**src/rtl/keypad_scanner.sv**
```systemverilog
// keypad_scanner: one-hot row scanner for a 4x4 matrix keypad with debounced press/release strobes.
// Define KEYPAD_REPEAT_EN to add auto-repeat key_press pulses while a key stays held.
module keypad_scanner #(
    parameter int SETTLE_CYCLES    = 4,
    parameter int DEBOUNCE_SAMPLES = 3,
    parameter int REPEAT_DELAY     = 32,
    parameter int REPEAT_RATE      = 8
) (
    input  logic       clk,
    input  logic       rst_n,
    input  logic       enable,
    input  logic [3:0] col_in,
    output logic [3:0] row_drive,
    output logic [3:0] key_row,
    output logic [3:0] key_col,
    output logic       key_down,
    output logic       key_press,
    output logic       key_release
);

    localparam int DW = $clog2(SETTLE_CYCLES);
    localparam int MW = $clog2(DEBOUNCE_SAMPLES + 1);
    localparam logic [DW-1:0] DWELL_LAST = DW'(SETTLE_CYCLES - 1);
    localparam logic [MW-1:0] MATCH_FULL = MW'(DEBOUNCE_SAMPLES);
    localparam logic [MW-1:0] MATCH_ONE  = MW'(1);

    typedef enum logic [1:0] {
        SCAN     = 2'd0,
        DEBOUNCE = 2'd1,
        HELD     = 2'd2
    } state_t;

    state_t        state, state_n;
    logic [DW-1:0] dwell, dwell_n;
    logic [MW-1:0] match, match_n, match_inc;
    logic [3:0]    col_meta, col_s;
    logic [3:0]    cand_row, cand_row_n;
    logic [3:0]    cand_col, cand_col_n;
    logic [3:0]    row_drive_n, row_rot;
    logic [3:0]    key_row_n, key_col_n;
    logic          key_down_n, key_press_n, key_release_n;
    logic          sample, col_valid;

`ifdef KEYPAD_REPEAT_EN
    localparam int RW = $clog2(((REPEAT_DELAY > REPEAT_RATE) ? REPEAT_DELAY : REPEAT_RATE) + 1);
    localparam logic [RW-1:0] REP_FIRST = RW'(REPEAT_DELAY);
    localparam logic [RW-1:0] REP_NEXT  = RW'(REPEAT_RATE);

    logic [RW-1:0] rep_cnt, rep_cnt_n, rep_inc;
    logic          rep_armed, rep_armed_n;

    assign rep_inc = rep_cnt + 1'b1;

    always_ff @(posedge clk or negedge rst_n) begin
        if (!rst_n) begin
            rep_cnt   <= '0;
            rep_armed <= 1'b0;
        end else begin
            rep_cnt   <= rep_cnt_n;
            rep_armed <= rep_armed_n;
        end
    end
`endif

    // Columns are asynchronous to clk; nothing downstream looks at col_in directly.
    always_ff @(posedge clk or negedge rst_n) begin
        if (!rst_n) begin
            col_meta <= '0;
            col_s    <= '0;
        end else begin
            col_meta <= col_in;
            col_s    <= col_meta;
        end
    end

    assign sample    = (dwell == DWELL_LAST);
    assign col_valid = (col_s != 4'b0000) && ((col_s & (col_s - 4'b0001)) == 4'b0000);
    assign match_inc = match + 1'b1;
    assign row_rot   = {row_drive[2:0], row_drive[3]};

    always_ff @(posedge clk or negedge rst_n) begin
        if (!rst_n) begin
            state       <= SCAN;
            dwell       <= '0;
            match       <= '0;
            cand_row    <= '0;
            cand_col    <= '0;
            row_drive   <= 4'b0001;
            key_row     <= '0;
            key_col     <= '0;
            key_down    <= 1'b0;
            key_press   <= 1'b0;
            key_release <= 1'b0;
        end else begin
            state       <= state_n;
            dwell       <= dwell_n;
            match       <= match_n;
            cand_row    <= cand_row_n;
            cand_col    <= cand_col_n;
            row_drive   <= row_drive_n;
            key_row     <= key_row_n;
            key_col     <= key_col_n;
            key_down    <= key_down_n;
            key_press   <= key_press_n;
            key_release <= key_release_n;
        end
    end

    // Row changes only on a sample cycle, where dwell wraps to zero anyway.
    always_comb begin
        state_n       = state;
        dwell_n       = sample ? '0 : dwell + 1'b1;
        match_n       = match;
        cand_row_n    = cand_row;
        cand_col_n    = cand_col;
        row_drive_n   = row_drive;
        key_row_n     = key_row;
        key_col_n     = key_col;
        key_down_n    = key_down;
        key_press_n   = 1'b0;
        key_release_n = 1'b0;
`ifdef KEYPAD_REPEAT_EN
        rep_cnt_n     = (state == HELD) ? rep_cnt : '0;
        rep_armed_n   = (state == HELD) ? rep_armed : 1'b0;
`endif

        if (!enable) begin
            state_n     = SCAN;
            dwell_n     = '0;
            match_n     = '0;
            row_drive_n = 4'b0001;
            key_down_n  = 1'b0;
`ifdef KEYPAD_REPEAT_EN
            rep_cnt_n   = '0;
            rep_armed_n = 1'b0;
`endif
        end else if (sample) begin
            case (state)
                SCAN: begin
                    if (col_valid) begin
                        cand_row_n = row_drive;
                        cand_col_n = col_s;
                        if (DEBOUNCE_SAMPLES == 1) begin
                            key_row_n   = row_drive;
                            key_col_n   = col_s;
                            key_down_n  = 1'b1;
                            key_press_n = 1'b1;
                            match_n     = '0;
                            state_n     = HELD;
                        end else begin
                            match_n = MATCH_ONE;
                            state_n = DEBOUNCE;
                        end
                    end else begin
                        row_drive_n = row_rot;
                    end
                end

                DEBOUNCE: begin
                    if (col_s == cand_col) begin
                        if (match_inc == MATCH_FULL) begin
                            key_row_n   = cand_row;
                            key_col_n   = cand_col;
                            key_down_n  = 1'b1;
                            key_press_n = 1'b1;
                            match_n     = '0;
                            state_n     = HELD;
                        end else begin
                            match_n = match_inc;
                        end
                    end else begin
                        match_n     = '0;
                        row_drive_n = row_rot;
                        state_n     = SCAN;
                    end
                end

                HELD: begin
                    if (col_s != key_col) begin
                        if (match_inc == MATCH_FULL) begin
                            key_down_n    = 1'b0;
                            key_release_n = 1'b1;
                            match_n       = '0;
                            row_drive_n   = row_rot;
                            state_n       = SCAN;
                        end else begin
                            match_n = match_inc;
                        end
                    end else begin
                        match_n = '0;
`ifdef KEYPAD_REPEAT_EN
                        // First repeat waits REPEAT_DELAY matching samples, later ones REPEAT_RATE.
                        if (rep_inc == (rep_armed ? REP_NEXT : REP_FIRST)) begin
                            key_press_n = 1'b1;
                            rep_cnt_n   = '0;
                            rep_armed_n = 1'b1;
                        end else begin
                            rep_cnt_n = rep_inc;
                        end
`endif
                    end
                end

                default: begin
                    match_n = '0;
                    state_n = SCAN;
                end
            endcase
        end
    end

endmodule

```
**config.mk**
```make
export PLATFORM = sky130hd
export DESIGN_NAME = keypad_scanner
export DESIGN_NICKNAME = d
export VERILOG_FILES = /design/src/rtl/keypad_scanner.sv
export SDC_FILE = /design/constraint.sdc
export NUM_CORES = 1
export LEC_CHECK = 0
export BUFFER_PORTS_ARGS = -buffer_cell sky130_fd_sc_hd__buf_2
export CORE_UTILIZATION = 45
export CTS_CLUSTER_DIAMETER = 200
export DETAILED_ROUTE_END_ITERATION = 12
export PLACE_DENSITY = 0.65
export REMOVE_ABC_BUFFERS = 1
export SETUP_SLACK_MARGIN = 0.2
export SLEW_MARGIN = 20
export SYNTH_ARGS = -nofsm -noshare
export SYNTH_HDL_FRONTEND = slang
export SYNTH_SLANG_ARGS = --single-unit
```
**constraint.sdc**
```tcl
create_clock -name clk -period 5 [get_ports clk]
set_clock_uncertainty 0.2 [all_clocks]
set_input_delay 0.5 -clock clk [delete_from_list [all_inputs] [get_ports clk]]
set_output_delay 0.5 -clock clk [all_outputs]
set_load 0.02 [all_outputs]
```
Word-level counts from Yosys, hierarchy flattened
Cells that the tools add are included.
{"block": "totals", "out_inout_bits": 15, "input_bits": 7, "ff_bits": 37, "wordCells": 83}
{"block": "classes", "n_reduce_logical": 10, "eq_ne": 17, "bitwise_logic": 1, "muxes": 39, "add_sub_neg": 3}
{"operator": "2-to-1 mux 2 bit", "n": 14}
{"operator": "2-to-1 mux 4 bit", "n": 6}
{"operator": "inequality test 3 bit, second input constant", "n": 7}
{"operator": "2-to-1 mux 1 bit", "n": 15}
{"operator": "one-hot mux 2 bit (3 select lines)", "n": 2}
{"operator": "one-hot mux 4 bit (3 select lines)", "n": 1}
{"operator": "AND reduction 6 bit", "n": 2}
{"operator": "AND reduction 5 bit", "n": 2}
{"operator": "equality test 2 bit, second input constant", "n": 3}
{"operator": "adder 2 x 1 -> 2 bit, second input constant", "n": 2}
{"operator": "AND 4 bit", "n": 1}
{"operator": "equality test 4 bit", "n": 1}
{"operator": "logical NOT 4 bit", "n": 1}
{"operator": "inequality test 4 x 1 -> 1 bit, second input constant", "n": 1}
{"operator": "inequality test 4 bit", "n": 1}
{"operator": "inequality test 4 bit, second input constant", "n": 1}
{"operator": "AND reduction 4 bit", "n": 1}
{"operator": "nonzero test 4 bit", "n": 1}
{"operator": "subtractor 4 x 1 -> 4 bit, second input constant", "n": 1}
{"operator": "inequality test 3 x 1 -> 1 bit, second input constant", "n": 1}
{"operator": "equality test 2 x 1 -> 1 bit, second input constant", "n": 1}
{"operator": "logical NOT 2 bit", "n": 1}
{"operator": "inequality test 2 x 1 -> 1 bit, second input constant", "n": 1}
{"operator": "one-hot mux 1 bit (2 select lines)", "n": 1}
{"operator": "other kinds (2)", "n": 2}

Longest topological paths before layout
Gate-level depths: netlist (run 1).
{"block": "logic_depth", "word_depth": 8, "mapped_depth": 7, "ltp_nobuf": 6}

Worst setup path after synthesis (run 1)
OpenSTA, ideal clock, no wires.
{"block": "synth_path", "path_kind": "reg-to-reg", "start": "register col_s[3]", "end": "register key_col[0]", "stages_incl_launch_ff": 8, "arrival_ns": 1.879, "slack_ns": 2.796, "n_path_buf": 2, "t_required_ns": 4.675, "period_less_slack_ns": 2.204, "cell_sequence": "dfrtp_1 -> buf_2 -> xnor2_1 -> nand3_1 -> or4_1 -> buf_2 -> nor3_4 -> mux2_2"}
{"block": "synth_between", "elab_chain_len": 2}
{"item": "start, declared", "line_no": "36", "rtl": "logic [3:0] col_meta, col_s;"}
{"item": "start signal, assigned", "line_no": "72", "rtl": "col_s <= col_meta;"}
{"item": "equality test 4 bit", "line_no": "160", "rtl": "if (col_s == cand_col) begin"}
{"item": "AND reduction 5 bit (no line)"}
{"item": "end signal, assigned", "line_no": "102", "rtl": "key_col <= key_col_n;"}
{"item": "end, declared", "line_no": "15", "rtl": "output logic [3:0] key_col,"}
No other way between the ends.
A chain may end at the register's enable or synchronous reset.

Final worst setup path (run 1)
{"block": "layout_path", "start": "register col_s[3]", "end": "register key_row[3]"}
{"block": "layout_between", "elab_chain_len": 2}
{"item": "equality test 4 bit", "line_no": "160"}
{"item": "AND reduction 5 bit (no line)"}
{"item": "end signal, assigned", "line_no": "101", "rtl": "key_row <= key_row_n;"}
{"item": "end, declared", "line_no": "14", "rtl": "output logic [3:0] key_row,"}
No other way between the ends.

==> flow_metrics.py, run 1 <==
metrics = {
    "floorplanning": {
        "die_area_um2": 3660,
        "start_util": 0.488,
        "ios": 22,
        "die_h_um": 60.5,
        "core_area_um2": 3150,
        "rows": 20,
        "die_w_um": 60.5,
    },
    "power_and_ir_drop": {
        "swShare": 0.238,
        "p_int_w": 0.000409,
        "ir_drop_uv": 211,
        "p_seq_frac": 0.616,
        "power_per_cell_area_nw_per_um2": 309,
        "p_leak_nw": 0.864,
        "comb_power_share": 0.085,
        "p_clk_frac": 0.299,
        "p_sw_w": 0.000128,
    },
    "flow_run": {
        "max-cap-violations": 0,
    },
    "routing": {
        "drt-initial-drc-count": 37,
        "routed-wl-met3_um": 106,
        "viasPerCell": 5.26,
        "drc": 0,
        "maxUsedRoutingLayer": "met4",
        "via_count": 988,
        "route.met2.wl_um": 1310,
        "ant_nets": 0,
        "avgRoutedWirePerCell_um": 14.3,
        "drt_first_pass_iters": 4,
        "wl_met1_um": 1240,
        "routed_wl_um": 2690,
    },
    "placed_design": {
        "dpl_cell_area_um2": 1680,
        "gp_congestion": 0.917,
        "dp.final_hpwl_um": 1900,
        "numPortBuffers": 21,
    },
    "logic_synthesis": {
        "synth_edf_count": 0,
        "synth_warnings": 0,
        "ys_ff_latch": 37,
        "synth_common_cells": "36 x dfrtp_1, 16 x mux2_2, 11 x nand2_1, 7 x xnor2_1, 4 x mux2i_1",
        "yosysMostFrequentCell": "dfrtp_1",
        "ys_async_sr_fraction": 1.00,
        "ys.flop_type": "dfrtp_1",
        "yosys.area.top_type": "dfrtp_1",
        "syn_inst": 119,
        "postSynthAreaPerCell_um2": 12.9,
        "ys_seq_area_frac": 0.602,
        "post_synth_num_cell_types": 32,
        "syn-cell-area_um2": 1540,
        "synth_top_area_frac": 0.585,
        "synth_area_leaders": "dfrtp_1 58%, mux2_2 12%, xnor2_1 4.0%",
    },
    "clock_network": {
        "numCtsBuffers": 5,
        "h-tree-depth": 2,
        "insertion_delay_ns": 0.33,
        "post-cts-setup-buffer-count": 0,
        "clk_pin_slew_ns": 0.11,
        "cts_tree": "yes",
        "clock-root-buffer": "clkbuf_4",
        "cts.path.max_buffers": 2,
        "cts_resized": 0,
        "ctsHoldBuffers": 0,
        "clock_sinks": 37,
    },
    "global_route": {
        "grt_max_degree": 38,
        "grt_util_all_layers": 0.175,
        "antenna_found_initial": 0,
        "grt-ovfl-total": 0,
        "grt_pass1_wl_um": 4560,
        "grt_pass1_vias": 995,
    },
    "finish": {
        "drive_above_1_share": 0.340,
        "n_antenna_cell": 0,
        "syn_to_final_growth_pct": 13.0,
        "post-route-cell-area_um2": 1740,
        "nets": 151,
    },
    "sta": {
        "finalHoldViolCount": 0,
        "finalMaxSlewViolations": 0,
        "rsz0062_at_grt": "false",
        "min_period_over_period": 0.482,
        "max_slew.worst_pin.slew_ns": 0.777,
        "setup_viol": 0,
        "fmax_ghz": 0.415,
        "relSlewSlack": 0.482,
        "period_minus_slack_ns": 2.41,
        "fin_tns_setup_ns": 0,
    },
    "hold_path": {
        "min_path_type": "in2async",
    },
    "setup_path": {
        "cp-start-kind": "flop",
        "rr_worst_depth": 5,
        "r2r_start": "col_s[3]$_DFF_PN0_",
        "path_cells": "xnor2_1, nand3_1, or4_1, nor3_4, mux2_2",
        "critPathRequiredTime_ns": 5.02,
        "endpoint_kind": "flop",
        "critPathMaxFanout": 9,
        "critPathLaunch": "col_s[3]$_DFF_PN0_",
        "slowest_stage": "or4_1",
        "crit_type": "reg2reg",
        "slowest_delay_ns": 0.54,
        "r2r_setup_slack_ns": 2.59,
        "critPathArrivalTime_ns": 2.43,
    },
    "outcome": {
        "status": "completed",
    },
}
through the flow:
stage | setup slack (ns) | util | total power [W] | std cells | hold WS, ns
2_1_floorplan | 2.83 | - | 0.000364 | 115 | 0.00441
3_3_place_gp | 2.67 | 0.533 | 0.000382 | 180 | 0.132
3_5_place_dp | 2.60 | 0.533 | 0.000384 | 180 | 0.136
4_1_cts | 2.58 | 0.552 | 0.000546 | 188 | 0.0474
5_1_grt | 2.49 | 0.552 | 0.000568 | 188 | 0.0459
6_report | 2.59 | 0.552 | 0.000538 | 188 | 0.0262
state kept, by name (all words and copies together), names as in the netlist:
register	cells
col_s	4
key_row	4
cand_row	4
key_press	1
col_meta	4
key_down	1
match	2
state	2
cand_col	4
key_release	1
row_drive	4
dwell	2
key_col	4
power groups by stage:
stage | Combinational, W | Clock, W | Sequential (W)
floorplan | 0.0000303 | 0 | 0.000334
global placement | 0.0000454 | 0 | 0.000337
detailed placement | 0.0000468 | 0 | 0.000337
CTS | 0.0000466 | 0.000168 | 0.000331
global route | 0.0000520 | 0.000182 | 0.000334
finish | 0.0000459 | 0.000161 | 0.000331
critical path, delay by kind of cell, from the launching register on:
family / cells / cell delay, ns
and+or+nand+nor: 3 / 1.02
muxes: 1 / 0.39
DFF: 1 / 0.49
xor gates and xnor gates: 1 / 0.20
logic make-up after synthesis:
| logic type | synth area share |
|---|---|
| and+or+nand+nor | 0.111 |
| xor gates and xnor gates | 0.0512 |
| DFF | 0.602 |
| adders and majority gates | 0.00812 |
| AOI/OAI and AO/OA | 0.0650 |
| muxes | 0.143 |
| buffers and inverters | 0.0195 |
cell type report:
| type | instances | area (um^2) |
|---|---|---|
| inverter | 3 | 11.3 |
| tap | 44 | 55.1 |
| sequential | 37 | 927 |
| timing repair buffer | 21 | 105 |
| multi-input combinational | 75 | 583 |
| fill | 285 | 1410 |
| clock buffer | 8 | 58.8 |
final timing paths:
check / end
max in group asynchronous: dwell[1]$_DFF_PN0_
min reg2reg: col_s[1]$_DFF_PN0_
max reg2reg: key_row[3]$_DFFE_PN0P_
max: key_row[3]$_DFFE_PN0P_
min in group clk: col_meta[0]$_DFF_PN0_
min: match[0]$_DFFE_PN0P_
per-layer routing:
layer,global-route usage,vias up
met5,0,-
met4,0.0714,0
met3,0.0512,4
met2,0.286,28
met1,0.218,492
li1,-,464
cells in the final DEF (no fill, tap or decap), drive strengths merged, types with 2 or more instances in the layout:
master | netlist | routed
clkbuf | 1 | 8
nand2 | 11 | 11
buf | 3 | 21
inv | 3 | 3
mux2 | 16 | 16
nor2 | 4 | 4
nand3 | 3 | 3
o21ai | 3 | 3
nand4 | 2 | 2
xnor2 | 7 | 7
xor2 | 2 | 2
mux2i | 4 | 4
nor3 | 2 | 2
a31o | 2 | 2
nor4b | 2 | 2
nor2b | 3 | 3
a21oi | 3 | 3
dfrtp | 36 | 36
(Power assumes the default switching activity.)
==> inputs of run 2 (changes only) <==
- ABC_AREA: unset -> 1
- PLACE_DENSITY: 0.65 -> unset
- clock period: 5 -> 2.3 ns (I/O delays scaled with it)
==> run 2 against run 1 <==
Die area is 13% higher. Synthesized cell count rose by 76%. Critical path depth is 5 higher. Core utilization increased by 1.2 points. Count of clock-buffer cells in the layout shrank 3. Largest power group unchanged. Highest routed layer unchanged.
==> flow_metrics.py, run 2 <==
metrics = {
    "floorplanning": {
        "start_util": 0.475,
        "rows": 22,
        "die_area_um2": 4150,
        "die_w_um": 64.4,
        "die_h_um": 64.4,
        "core_area_um2": 3690,
        "ios": 22,
    },
    "logic_synthesis": {
        "ys_seq_area_frac": 0.529,
        "ys.flop_type": "dfrtp_1",
        "yosysMostFrequentCell": "nand2_1",
        "syn_inst": 210,
        "synth_top_area_frac": 0.514,
        "synthSimpleGateAreaFrac": 0.314,
        "yosys.area_share.xor_xnor": 0,
        "synth_area_leaders": "dfrtp_1 51%, nand2_1 18%, inv_1 4.1%",
        "synthMuxAreaShare": 0,
        "post_synth_num_cell_types": 27,
        "synth_compound_area_frac": 0.0785,
        "synth_top_family_by_area": "simple AND/OR/NAND/NOR gates",
        "ys_ff_latch": 37,
        "ys_async_sr_fraction": 1.00,
        "synth_edf_count": 0,
        "syn-cell-area_um2": 1750,
        "yosys.area.top_type": "dfrtp_1",
        "synth_adder_area_share": 0.00714,
        "synth_warnings": 0,
        "postSynthAreaPerCell_um2": 8.35,
        "synth_common_cells": "84 x nand2_1, 36 x dfrtp_1, 19 x inv_1, 15 x nor2_1, 8 x nand3_1",
    },
    "routing": {
        "drt_first_pass_iters": 4,
        "viasPerCell": 4.78,
        "drt-initial-drc-count": 45,
        "via_count": 1382,
        "avgRoutedWirePerCell_um": 11.6,
        "routed_wl_um": 3360,
        "drc": 0,
        "ant_nets": 0,
    },
    "placed_design": {
        "numPortBuffers": 21,
        "dp.final_hpwl_um": 2330,
        "place_ws_ns": 0.604,
        "gp_congestion": 0.852,
    },
    "clock_network": {
        "numCtsBuffers": 5,
        "clock-root-buffer": "clkbuf_8",
        "cts_tree": "yes",
        "clk_pin_slew_ns": 0.07,
        "cts.path.max_buffers": 2,
        "h-tree-depth": 2,
        "insertion_delay_ns": 0.29,
        "clock_sinks": 37,
    },
    "power_and_ir_drop": {
        "p_seq_frac": 0.450,
        "p_leak_nw": 1.17,
        "comb_power_share": 0.150,
        "p_int_w": 0.00124,
        "swShare": 0.268,
        "p_sw_w": 0.000455,
        "power_per_cell_area_nw_per_um2": 815,
        "ir_drop_uv": 635,
        "p_clk_frac": 0.400,
    },
    "global_route": {
        "grt_pass1_vias": 1394,
        "antenna_found_initial": 0,
        "grt_pass1_wl_um": 6040,
        "grt_max_degree": 38,
        "grt-ovfl-total": 0,
        "grt_util_all_layers": 0.194,
    },
    "sta": {
        "finalHoldViolCount": 0,
        "relSlewSlack": 0.463,
        "period_minus_slack_ns": 1.74,
        "fmax_ghz": 0.576,
        "rsz0062_at_grt": "false",
        "fin_tns_setup_ns": 0,
        "min_period_over_period": 0.755,
        "fin_ws_ns": 0.564,
        "finalMaxSlewViolations": 0,
        "setup_viol": 0,
        "max_slew.worst_pin.slew_ns": 0.805,
    },
    "setup_path": {
        "cpMostUsedCell": "nand2_1",
        "critPathMaxFanout": 5,
        "crit_type": "reg2reg",
        "critPathLaunch": "col_s[2]$_DFF_PN0_",
        "critPathBufInv": 1,
        "critPathArrivalTime_ns": 1.72,
        "endpoint": "row_drive[1]$_DFFE_PN0P_",
        "slowest_stage": "dfrtp_1",
        "r2r_start": "col_s[2]$_DFF_PN0_",
        "rr_worst_depth": 10,
        "slowest_delay_ns": 0.43,
        "crit_family": "simple AND/OR/NAND/NOR gates",
        "path_cells": "inv_2, nand2_1, nand2_1, nand2_1, nand3_1, nand2_1, nor2_2, nand2_1, nand2_1, nand2_1",
        "crit_cells": 10,
        "critPathRequiredTime_ns": 2.28,
        "r2r_setup_slack_ns": 0.56,
        "endpoint_kind": "flop",
        "cp-start-kind": "flop",
        "timing.rr.end": "row_drive[1]$_DFFE_PN0P_",
    },
    "finish": {
        "syn_to_final_growth_pct": 18.8,
        "layout_commonest_cell": "nand2_1",
        "n_antenna_cell": 0,
        "n_fill_cell": 351,
        "drive_above_1_share": 0.216,
        "final_cell_mix": "84 x nand2_1, 36 x dfrtp_1, 21 x buf_2",
        "nets": 248,
    },
    "flow_run": {
        "max-cap-violations": 0,
    },
    "hold_path": {
        "min_path_type": "in2reg",
    },
    "outcome": {
        "status": "completed",
    },
}
[run 2: final cells by class]
type	count	area (um^2)	share of cell area
flip-flops and latches	37	927	0.445
clock buffers	5	68.8	0.0331
inverters	27	101	0.0487
repair buffers	26	155	0.0745
well taps	48	60.1	0.0288
clock inverters	3	68.8	0.0331
multi-input cells	143	701	0.337
[run 2: worst min path at each step]
stage	cells past startpoint	start	end	slack, ns
after CTS	3	enable	dwell[1]$_DFF_PN0_	0.03
after global placement	0	col_meta[0]$_DFF_PN0_	col_s[0]$_DFF_PN0_	0.13
final	3	enable	dwell[1]$_DFF_PN0_	0.03
after floorplan	0	rst_n	cand_col[0]$_DFFE_PN0P_	-0.27
after detailed placement	0	col_meta[0]$_DFF_PN0_	col_s[0]$_DFF_PN0_	0.13
after global routing	3	enable	dwell[1]$_DFF_PN0_	0.06
[run 2: cells by family after synthesis]
group	count (synthesis)
AOI/OAI and AO/OA	21
adders and majority gates	1
buffers and inverters	30
DFF	37
and+or+nand+nor	121
[run 2: repair_timing]
action,in CTS,in global routing
hold buffers,5,0
resized for setup,0,0
hold endpoints to repair,40,0
buffers inserted,0,0
[run 2: power groups by stage]
stage / clock network (W) / registers [W] / logic [W]
2_1_floorplan: 0 / 0.000779 / 0.000177
3_3_place_gp: 0 / 0.000774 / 0.000243
3_5_place_dp: 0 / 0.000777 / 0.000251
4_1_cts: 0.000693 / 0.000765 / 0.000259
5_1_grt: 0.000723 / 0.000774 / 0.000292
6_report: 0.000678 / 0.000765 / 0.000255
[run 2: routing by layer]
| layer | wire, um | global-route usage | vias up |
|---|---|---|---|
| met5 | 0 | 0 | - |
| met4 | 51 | 0.0833 | 0 |
| met3 | 109 | 0.0581 | 5 |
| met2 | 1660 | 0.330 | 22 |
| met1 | 1540 | 0.227 | 644 |
| li1 | - | - | 711 |
[run 2: worst register-to-register path, cell delays in order, from the launching register on]
cell and delay (ns):
dfrtp_1 0.43, inv_2 0.10, nand2_1 0.07, nand2_1 0.06, nand2_1 0.13, nand3_1 0.12, nand2_1 0.07, nor2_2 0.19
nand2_1 0.14, nand2_1 0.08, nand2_1 0.05
[run 2: per-stage QoR]
stage	cells	hold WS [ns]	power (W)	utilization	cell area [um^2]
final	289	0.0310	0.00170	0.564	2080
after global routing	289	0.0616	0.00179	0.564	2080
after CTS	289	0.0273	0.00172	0.564	2080
after detailed placement	276	0.135	0.00103	0.514	1890
after global placement	276	0.134	0.00102	0.514	1890
after floorplan	207	-0.266	0.000956	-	1730
